`config.mk`:
```
export PLATFORM = sky130hd
export DESIGN_NAME = record_playback_ctrl
export DESIGN_NICKNAME = d
export VERILOG_FILES = /design/src/rtl/rpc_pkg.sv /design/src/rtl/btn_edge_enc.sv /design/src/rtl/record_playback_ctrl.sv
export SDC_FILE = /design/constraint.sdc
export NUM_CORES = 1
export LEC_CHECK = 0
export ABC_CLOCK_PERIOD_IN_PS = 4200
export BUFFER_PORTS_ARGS = -buffer_cell sky130_fd_sc_hd__buf_2
export CORE_ASPECT_RATIO = 1.1
export CORE_MARGIN = 8
export CORE_UTILIZATION = 50
export CTS_CLUSTER_DIAMETER = 60
export DETAILED_ROUTE_END_ITERATION = 8
export PLACE_DENSITY = 0.76
export SLEW_MARGIN = 15
export SYNTH_ARGS = -nofsm -noshare
export SYNTH_HDL_FRONTEND = slang
export SYNTH_SLANG_ARGS = --single-unit
```
`constraint.sdc`:
```
create_clock -name clk -period 4.2 [get_ports clk]
set_clock_uncertainty 0.15 [all_clocks]
set_input_delay 0 -clock clk [delete_from_list [all_inputs] [get_ports clk]]
set_output_delay 0 -clock clk [all_outputs]
set_load 0.02 [all_outputs]
```
`src/rtl/rpc_pkg.sv`:
```
// Shared definitions for the note record/playback controller: FSM states,
// button note codes and default parameter values.
package rpc_pkg;

    typedef enum logic [1:0] {
        ST_IDLE      = 2'd0,
        ST_RECORD    = 2'd1,
        ST_PLAY_READ = 2'd2,
        ST_PLAY_HOLD = 2'd3
    } rpc_state_e;

    localparam logic [2:0] NOTE_B1 = 3'd1;
    localparam logic [2:0] NOTE_B2 = 3'd2;
    localparam logic [2:0] NOTE_B3 = 3'd3;
    localparam logic [2:0] NOTE_B4 = 3'd4;
    localparam logic [2:0] NOTE_B5 = 3'd5;

    localparam int DEF_ADDR_W     = 16;
    localparam int DEF_NOTE_W     = 8;
    localparam int DEF_MEM_DEPTH  = 65000;
    localparam int DEF_NOTE_TICKS = 1000;

endpackage

```
`src/rtl/btn_edge_enc.sv`:
```
// Button front end: 2-flop synchroniser, rising-edge detect and lowest-index
// priority encode of the five note buttons into a single press pulse + code.
module btn_edge_enc
    import rpc_pkg::*;
(
    input  logic       clk,
    input  logic       reset,
    input  logic [4:0] btn,
    output logic       press,
    output logic [2:0] code
);

    logic [4:0] sync1_q;
    logic [4:0] sync2_q;
    logic [4:0] prev_q;
    logic [1:0] prime_q;
    logic [4:0] rise;

    // Edges are masked until the synchroniser has flushed, so a button held
    // through reset must be released and pressed again to count.
    always_ff @(posedge clk or negedge reset) begin
        if (!reset) begin
            sync1_q <= '0;
            sync2_q <= '0;
            prev_q  <= '0;
            prime_q <= '0;
        end else begin
            sync1_q <= btn;
            sync2_q <= sync1_q;
            prev_q  <= sync2_q;
            if (prime_q != 2'd3) prime_q <= prime_q + 2'd1;
        end
    end

    always_comb begin
        rise  = sync2_q & ~prev_q;
        press = (prime_q == 2'd3) && (rise != 5'd0);
        code  = 3'd0;
        if (rise[0])      code = NOTE_B1;
        else if (rise[1]) code = NOTE_B2;
        else if (rise[2]) code = NOTE_B3;
        else if (rise[3]) code = NOTE_B4;
        else if (rise[4]) code = NOTE_B5;
    end

endmodule

```
`src/rtl/record_playback_ctrl.sv`:
```
// Note recorder/player: records button notes into external memory, then plays
// them back one note per NOTE_TICKS cycles. Define REC_LOOP_EN for looped playback.
module record_playback_ctrl
    import rpc_pkg::*;
#(
    parameter int ADDR_W     = DEF_ADDR_W,
    parameter int NOTE_W     = DEF_NOTE_W,
    parameter int MEM_DEPTH  = DEF_MEM_DEPTH,
    parameter int NOTE_TICKS = DEF_NOTE_TICKS
) (
    input  logic              clk,
    input  logic              reset,
    input  logic [4:0]        btn,
    input  logic              sw_rec,
    input  logic              play_start,
    output logic [ADDR_W-1:0] mem_addr,
    output logic [NOTE_W-1:0] mem_wdata,
    output logic              mem_we,
    input  logic [NOTE_W-1:0] mem_rdata,
    output logic [NOTE_W-1:0] note_out,
    output logic              note_valid,
    output logic [ADDR_W-1:0] length,
    output logic              full,
    output logic              busy,
    output rpc_state_e        dbg_state_o
);

    localparam int TICK_W = (NOTE_TICKS > 1) ? $clog2(NOTE_TICKS) : 1;

    rpc_state_e        state_q;
    logic [ADDR_W-1:0] length_q;
    logic [ADDR_W-1:0] rd_ptr_q;
    logic [TICK_W-1:0] tick_q;
    logic [ADDR_W-1:0] mem_addr_q;
    logic [NOTE_W-1:0] mem_wdata_q;
    logic              mem_we_q;
    logic [NOTE_W-1:0] note_out_q;
    logic              note_valid_q;

    logic              press;
    logic [2:0]        code;
    logic [ADDR_W:0]   rd_next;
    logic              full_w;

    btn_edge_enc u_btn (
        .clk   (clk),
        .reset (reset),
        .btn   (btn),
        .press (press),
        .code  (code)
    );

    assign rd_next = {1'b0, rd_ptr_q} + {{ADDR_W{1'b0}}, 1'b1};
    assign full_w  = (length_q == ADDR_W'(MEM_DEPTH));

    // note_valid is a plain qualifier with no back-pressure: note_out holds the
    // current note for every cycle note_valid is high; consumers just sample it.
    // The write pointer is the note count itself, so length_q addresses writes.
    always_ff @(posedge clk or negedge reset) begin
        if (!reset) begin
            state_q      <= ST_IDLE;
            length_q     <= '0;
            rd_ptr_q     <= '0;
            tick_q       <= '0;
            mem_addr_q   <= '0;
            mem_wdata_q  <= '0;
            mem_we_q     <= 1'b0;
            note_out_q   <= '0;
            note_valid_q <= 1'b0;
        end else begin
            mem_we_q <= 1'b0;
            unique case (state_q)
                ST_IDLE: begin
                    note_valid_q <= 1'b0;
                    if (sw_rec) begin
                        state_q  <= ST_RECORD;
                        length_q <= '0;
                    end else if (play_start && (length_q != '0)) begin
                        state_q    <= ST_PLAY_READ;
                        rd_ptr_q   <= '0;
                        mem_addr_q <= '0;
                    end
                end
                ST_RECORD: begin
                    if (!sw_rec) begin
                        state_q <= ST_IDLE;
                    end else if (press && !full_w) begin
                        mem_we_q    <= 1'b1;
                        mem_addr_q  <= length_q;
                        mem_wdata_q <= NOTE_W'(code);
                        length_q    <= length_q + 1'b1;
                    end
                end
                // Read data for the registered address is sampled on leaving this state.
                ST_PLAY_READ: begin
                    if (sw_rec) begin
                        state_q <= ST_IDLE;
                    end else begin
                        note_out_q   <= mem_rdata;
                        note_valid_q <= 1'b1;
                        tick_q       <= TICK_W'(NOTE_TICKS - 1);
                        state_q      <= ST_PLAY_HOLD;
                    end
                end
                ST_PLAY_HOLD: begin
                    if (sw_rec) begin
                        state_q      <= ST_IDLE;
                        note_valid_q <= 1'b0;
                    end else if (tick_q != '0) begin
                        tick_q <= tick_q - 1'b1;
                    end else begin
                        note_valid_q <= 1'b0;
                        if (rd_next < {1'b0, length_q}) begin
                            rd_ptr_q   <= rd_next[ADDR_W-1:0];
                            mem_addr_q <= rd_next[ADDR_W-1:0];
                            state_q    <= ST_PLAY_READ;
                        end else begin
`ifdef REC_LOOP_EN
                            rd_ptr_q   <= '0;
                            mem_addr_q <= '0;
                            state_q    <= ST_PLAY_READ;
`else
                            state_q    <= ST_IDLE;
`endif
                        end
                    end
                end
                default: state_q <= ST_IDLE;
            endcase
        end
    end

    assign mem_addr    = mem_addr_q;
    assign mem_wdata   = mem_wdata_q;
    assign mem_we      = mem_we_q;
    assign note_out    = note_out_q;
    assign note_valid  = note_valid_q;
    assign length      = length_q;
    assign full        = full_w;
    assign busy        = (state_q != ST_IDLE);
    assign dbg_state_o = state_q;

endmodule

```
Word level (Yosys, flattened, before mapping)
Cells that the tools add are included.
{ "totals": {"ff_bits": 90, "output_inout_bits": 54, "word_cells": 99} }
{ "op_classes": {"bitwise": 3, "reduce_logical": 22, "n_addsub": 4, "muxes": 37, "eq_ne": 19, "order_cmp": 1} }
{ "op_table": {"columns": ["op", "count"], "rows": [
  ["16-bit two-way mux", 10],
  ["16-bit case mux with 2 select lines", 2],
  ["16-bit case mux with 3 select lines", 1],
  ["10-bit two-way mux", 3],
  ["2-bit != test (second input constant)", 12],
  ["10-bit case mux with 2 select lines", 1],
  ["16-bit by 1-bit adder with 17-bit output (second input constant)", 1],
  ["17-bit by 16-bit less-than comparator with 1-bit output", 1],
  ["16-bit by 1-bit adder with 16-bit output (second input constant)", 1],
  ["16-bit equality test (second input constant)", 1],
  ["16-bit nonzero test", 1],
  ["3-bit two-way mux", 5],
  ["2-bit two-way mux", 7],
  ["10-bit nonzero test", 1],
  ["10-bit by 1-bit subtractor with 10-bit output (second input constant)", 1],
  ["3-bit AND reduction", 3],
  ["2-bit case mux with 4 select lines", 1],
  ["4-bit AND reduction", 2],
  ["8-bit AND reduction", 1],
  ["2-bit nonzero test", 4],
  ["2-bit equality test (second input constant)", 3],
  ["1-bit two-way mux", 6],
  ["3-bit != test (second input constant)", 2],
  ["6-bit AND reduction", 1],
  ["12 further kinds", 15]
]} }

Logic depth before layout (Yosys ltp)
{ "depth": {"word_depth": 8, "depth_mapped": 15} }

Modules after synthesis
A second synthesis with hierarchy kept.
{ "hier_totals": {"hier_cells": 502, "area_unflattened_um2": 4933.5} }
{ "by_module_without_submodules": {"columns": ["module", "cells_each", "seq_area_each_um2", "n_inst", "area_each_um2"], "rows": [
  ["record_playback_ctrl", 468, 1826.8, 1, 4367.9],
  ["btn_edge_enc", 34, 425.4, 1, 565.5]
]} }

Worst setup path before layout
OpenSTA, ideal clock, no wires.
{ "synth_timing": {"path_type": "reg-to-reg", "from": "register rd_ptr_q[0]", "to": "register mem_addr_q[10], in the netlist mem_addr[10]", "required_time_ps": 3925, "synth_period_minus_slack_ps": 3597, "setup_slack_ps": 603, "n_path_buf": 1, "stages_incl_launch_ff": 15, "arrival_time_ps": 3322, "cell_sequence": "dfrtp_1 ha_1 nand2_1 nor2_1 and2_1 xor2_1 ha_1 a211o_1 a21oi_1 o31ai_1 o21ai_1 a21oi_4 nor2_4 buf_12 mux2_4"} }
{ "synth_between": {"elab_chain_len": 5, "elab_cells_between_ends": 8} }
{ "synth_rtl": {"columns": ["element", "line_no", "text"], "rows": [
  ["start: declaration", "record_playback_ctrl.sv:32", "logic [ADDR_W-1:0] rd_ptr_q;"],
  ["start signal: assignment", "record_playback_ctrl.sv:114", "rd_ptr_q <= rd_next[ADDR_W-1:0];"],
  ["16-bit by 1-bit adder with 17-bit output *", "record_playback_ctrl.sv:53", "assign rd_next = {1'b0, rd_ptr_q} + {{ADDR_W{1'b0}}, 1'b1};"],
  ["parallel branches: the longest is 4 deep, another holds 17-bit by 16-bit less-than comparator with 1-bit output", null, null],
  ["end signal: assignment", "record_playback_ctrl.sv:89", "mem_addr_q <= length_q;"],
  ["end signal: assignment", "record_playback_ctrl.sv:115", "mem_addr_q <= rd_next[ADDR_W-1:0];"],
  ["end: declaration", "record_playback_ctrl.sv:34", "logic [ADDR_W-1:0] mem_addr_q;"]
]} }
Every way passes the cells marked *. The select of a mux whose other input is x is not followed.
A chain may end at the register's enable or synchronous reset.

Worst setup path in the final report
{ "layout_timing": {"from": "register rd_ptr_q[0]", "to": "register rd_ptr_q[13]"} }
{ "layout_between": {"elab_chain_len": 5, "elab_cells_between_ends": 8} }
{ "layout_rtl": {"columns": ["element", "line_no"], "rows": [
  ["16-bit by 1-bit adder with 17-bit output *", "record_playback_ctrl.sv:53"],
  ["parallel branches: the longest is 4 deep, another holds 17-bit by 16-bit less-than comparator with 1-bit output", null]
]} }
Marked as above.

==> results.cfg <==
[die]
core_um2 = 9400
ios = 71
dieArea_um2 = 13100
die_x_um = 110
die_h_um = 119
initial_utilization_pct = 51.8
num_rows = 37

[pwr]
finalPower_uw = 2410
p_leak_uw = 0.00276
power.density_nw_per_um2 = 423
ir_drop_uv = 325

[synthesis]
synth.avg_cell_area_um2 = 10.3
ys_seq_area_share_pct = 46.3
synth_top_area_cell = dfrtp_1
synth-async-reset-ratio_pct = 100
yosysWarnings = 0
synth_seq_cells = 90
ys_top_cells_by_area = dfrtp_1 (46%), ha_1 (5.1%), mux2_2 (3.2%)
syn_inst = 472
synth_edf_count = 0
synth_top_area_share_pct = 46.3
synth_cell_types = 61
synth_ff_type = dfrtp_1
syn_area_um2 = 4860

[final_layout]
drive_gt1_share_pct = 22.5
layout.cells.non_filler = 677
area_growth_pct = 17.0
final_cell_mix = dfrtp_1 (90), buf_2 (64), inv_1 (33), nor2_1 (31), nand2_1 (30)
num-fill-cells = 795
final_nets = 592
antennaDiodeCount = 0
final_common_cell = dfrtp_1

[worst_setup_path]
critPathSlowestCell = or4_2
path_class = reg2reg
rr_startpoint = rd_ptr_q[0]$_DFFE_PN0P_
rr_endpoint = rd_ptr_q[13]$_DFFE_PN0P_
startpoint_type = register
cp_top_family = simple AND/OR/NAND/NOR gates
crit_chain = ha_1, nand2_1, nor2_2, and2_1, xor2_1, ha_1, a211o_1, a21oi_1, o31ai_1, o21ai_1, buf_4, nand3b_1, or4_2, nand2_1
r2r.worst_path.cells = 14
crit_required_ns = 4.35
cp.arrival_ns = 3.99
slowest_delay_ns = 0.54
cp_max_fo = 8
setup.worst_path.end_class = register
critPathBufInv = 1
r2r_setup_slack_ns = 0.36

[sta]
min_period_ns = 3.84
setup_ws_ns = 0.361
rsz0062_at_grt = no
hold_viol_final = 0
timing.final.crit_share_pct = 91.4
fin_hold_ws_ns = 0.0205
worst_slew_pin_slew_ns = 0.787
slew_viol_final = 0
setup_viol = 0
relSlewSlack_pct = 47.5
fin_tns_setup_ns = 0
fmax_mhz = 260

[routing]
wire_per_inst_um = 17.7
num_vias = 3817
drcViolationCount = 0
wl_met1_mm = 4.99
top_layer = met4
wl_met2_mm = 5.85
ant_nets = 0
route.met3.wl_um = 844
drt_iter0_markers = 215
wirelength_mm = 12.0
viasPerCell = 5.64
first_pass_iters = 5

[flow_run]
maxCapViolations = 0

[clock_tree]
ctsLongestPathBuffers = 2
cts_sinks = 90
cts_tree = yes
clkTransAtPathRegs_ns = 0.09
cts_made_buffers = 9
clkLatencyLatePin_ns = 0.38
cts_max_level = 3
cts_root_buffer = clkbuf_8

[placement]
place_ws_ns = 0.344
hpwlAfterDp_mm = 8.53
port_buffers = 65
routabilityCongestion = 0.937
numPlacedInstances = 644

[min_path]
min_path_cells = 4
holdPathEnd = dbg_state_o[1]$_DFFE_PN0P_
holdCritStartpoint = play_start
hold_class = in2reg

[global_routing]
grt_pass1_wl_mm = 19.7
grt_max_degree = 91
antenna_found_initial = 0
grt_pass1_vias = 3858
grt_util_all_layers_pct = 19.2
grt_remaining_overflow = 0

[status]
status = finished clean
## layer usage
layer / GRT usage, % / vias to the layer above
met1: 23.4 / 1849
met3: 5.18 / 22
met4: 8.79 / 0
met5: 0 / -
met2: 30.5 / 116
li1: - / 1830
## state kept, by name (all words and copies together), names as in the netlist
| register | cells |
|---|---|
| u_btn.sync2_q | 5 |
| note_valid | 1 |
| mem_wdata | 3 |
| mem_we | 1 |
| tick_q | 10 |
| mem_addr | 16 |
| note_out | 8 |
| u_btn.prime_q | 2 |
| length | 16 |
| dbg_state_o | 2 |
| rd_ptr_q | 16 |
| u_btn.prev_q | 5 |
| u_btn.sync1_q | 5 |
## per-stage QoR
stage,util [%],area [um2]
finish,60.5,5690
global route,60.5,5690
CTS,60.2,5650
detailed placement,56.2,5280
global placement,56.2,5280
floorplan,-,4880
## where the power goes
| group | total [uW] | switching [uW] | internal (uW) |
|---|---|---|---|
| Clock | 668 | 328 | 339 |
| Combinational | 645 | 394 | 252 |
| Sequential | 1090 | 101 | 991 |
## Yosys cell counts, drive strengths merged, types with 4 or more instances
| master | number |
|---|---|
| dfrtp | 90 |
| nor2 | 35 |
| inv | 33 |
| nand2 | 30 |
| a21oi | 28 |
| o21ai | 25 |
| mux2 | 23 |
| ha | 20 |
| nand3 | 18 |
| xnor2 | 17 |
| nor3 | 15 |
| xor2 | 15 |
| clkbuf | 10 |
| mux2i | 10 |
| buf | 9 |
| nand4 | 9 |
| a22o | 7 |
| a21o | 6 |
| and3 | 6 |
| nand2b | 6 |
| and4 | 5 |
| nor2b | 5 |
| nor4 | 5 |
| a211oi | 4 |
| and2 | 4 |
| nand3b | 4 |
| o31ai | 4 |
## worst max-delay path by stage
| stage | start | end | slack, ns | depth (start not counted) |
|---|---|---|---|---|
| final | rd_ptr_q[0]$_DFFE_PN0P_ | rd_ptr_q[13]$_DFFE_PN0P_ | 0.36 | 14 |
| after global routing | rd_ptr_q[0]$_DFFE_PN0P_ | rd_ptr_q[13]$_DFFE_PN0P_ | 0.10 | 14 |
| after CTS | rd_ptr_q[0]$_DFFE_PN0P_ | mem_addr[15]$_DFFE_PN0P_ | 0.28 | 13 |
| after detailed placement | rd_ptr_q[0]$_DFFE_PN0P_ | mem_addr[4]$_DFFE_PN0P_ | 0.34 | 13 |
| after global placement | rd_ptr_q[0]$_DFFE_PN0P_ | mem_addr[4]$_DFFE_PN0P_ | 0.48 | 13 |
| after floorplan | rd_ptr_q[0]$_DFFE_PN0P_ | mem_addr[10]$_DFFE_PN0P_ | 0.60 | 14 |
## cells by family (layout without fill, tap and decap cells)
logic type / after synthesis / in the layout / synth area share (%)
AO/OA/AOI/OAI: 89 / 89 / 12.2
XOR/XNOR: 32 / 32 / 5.76
adder cells (fa/ha/maj): 20 / 20 / 5.15
buffers and inverters: 52 / 136 / 4.81
flip-flops: 90 / 90 / 46.3
multiplexers: 33 / 33 / 8.08
other: 1 / 5 / 0.0771
AND/OR/NAND/NOR: 155 / 155 / 17.6
## final cells by class
type | instances | area (um2) | share of cell area (%)
clock inverter | 7 | 98.8 | 1.74
multi-input combinational | 334 | 2400 | 42.1
tap | 117 | 146 | 2.57
sequential | 90 | 2250 | 39.6
clock buffer | 9 | 124 | 2.18
timing repair buffer | 87 | 547 | 9.61
inverter | 33 | 124 | 2.18
## repair_timing
item | in CTS | in global routing
hold buffers | 15 | 0
buffers inserted | 0 | 2
resized for setup | 0 | 2
setup endpoints to repair | 0 | 5
hold endpoints to repair | 108 | 0
## tightest hold or removal path: cells and delay by family
| kind | cells | cell delay, ns |
|---|---|---|
| AO/OA/AOI/OAI | 2 | 0.22 |
| buffers and inverters | 1 | 0.09 |
| AND/OR/NAND/NOR | 1 | 0.20 |
Note: power is estimated with default switching activity, not from simulation.
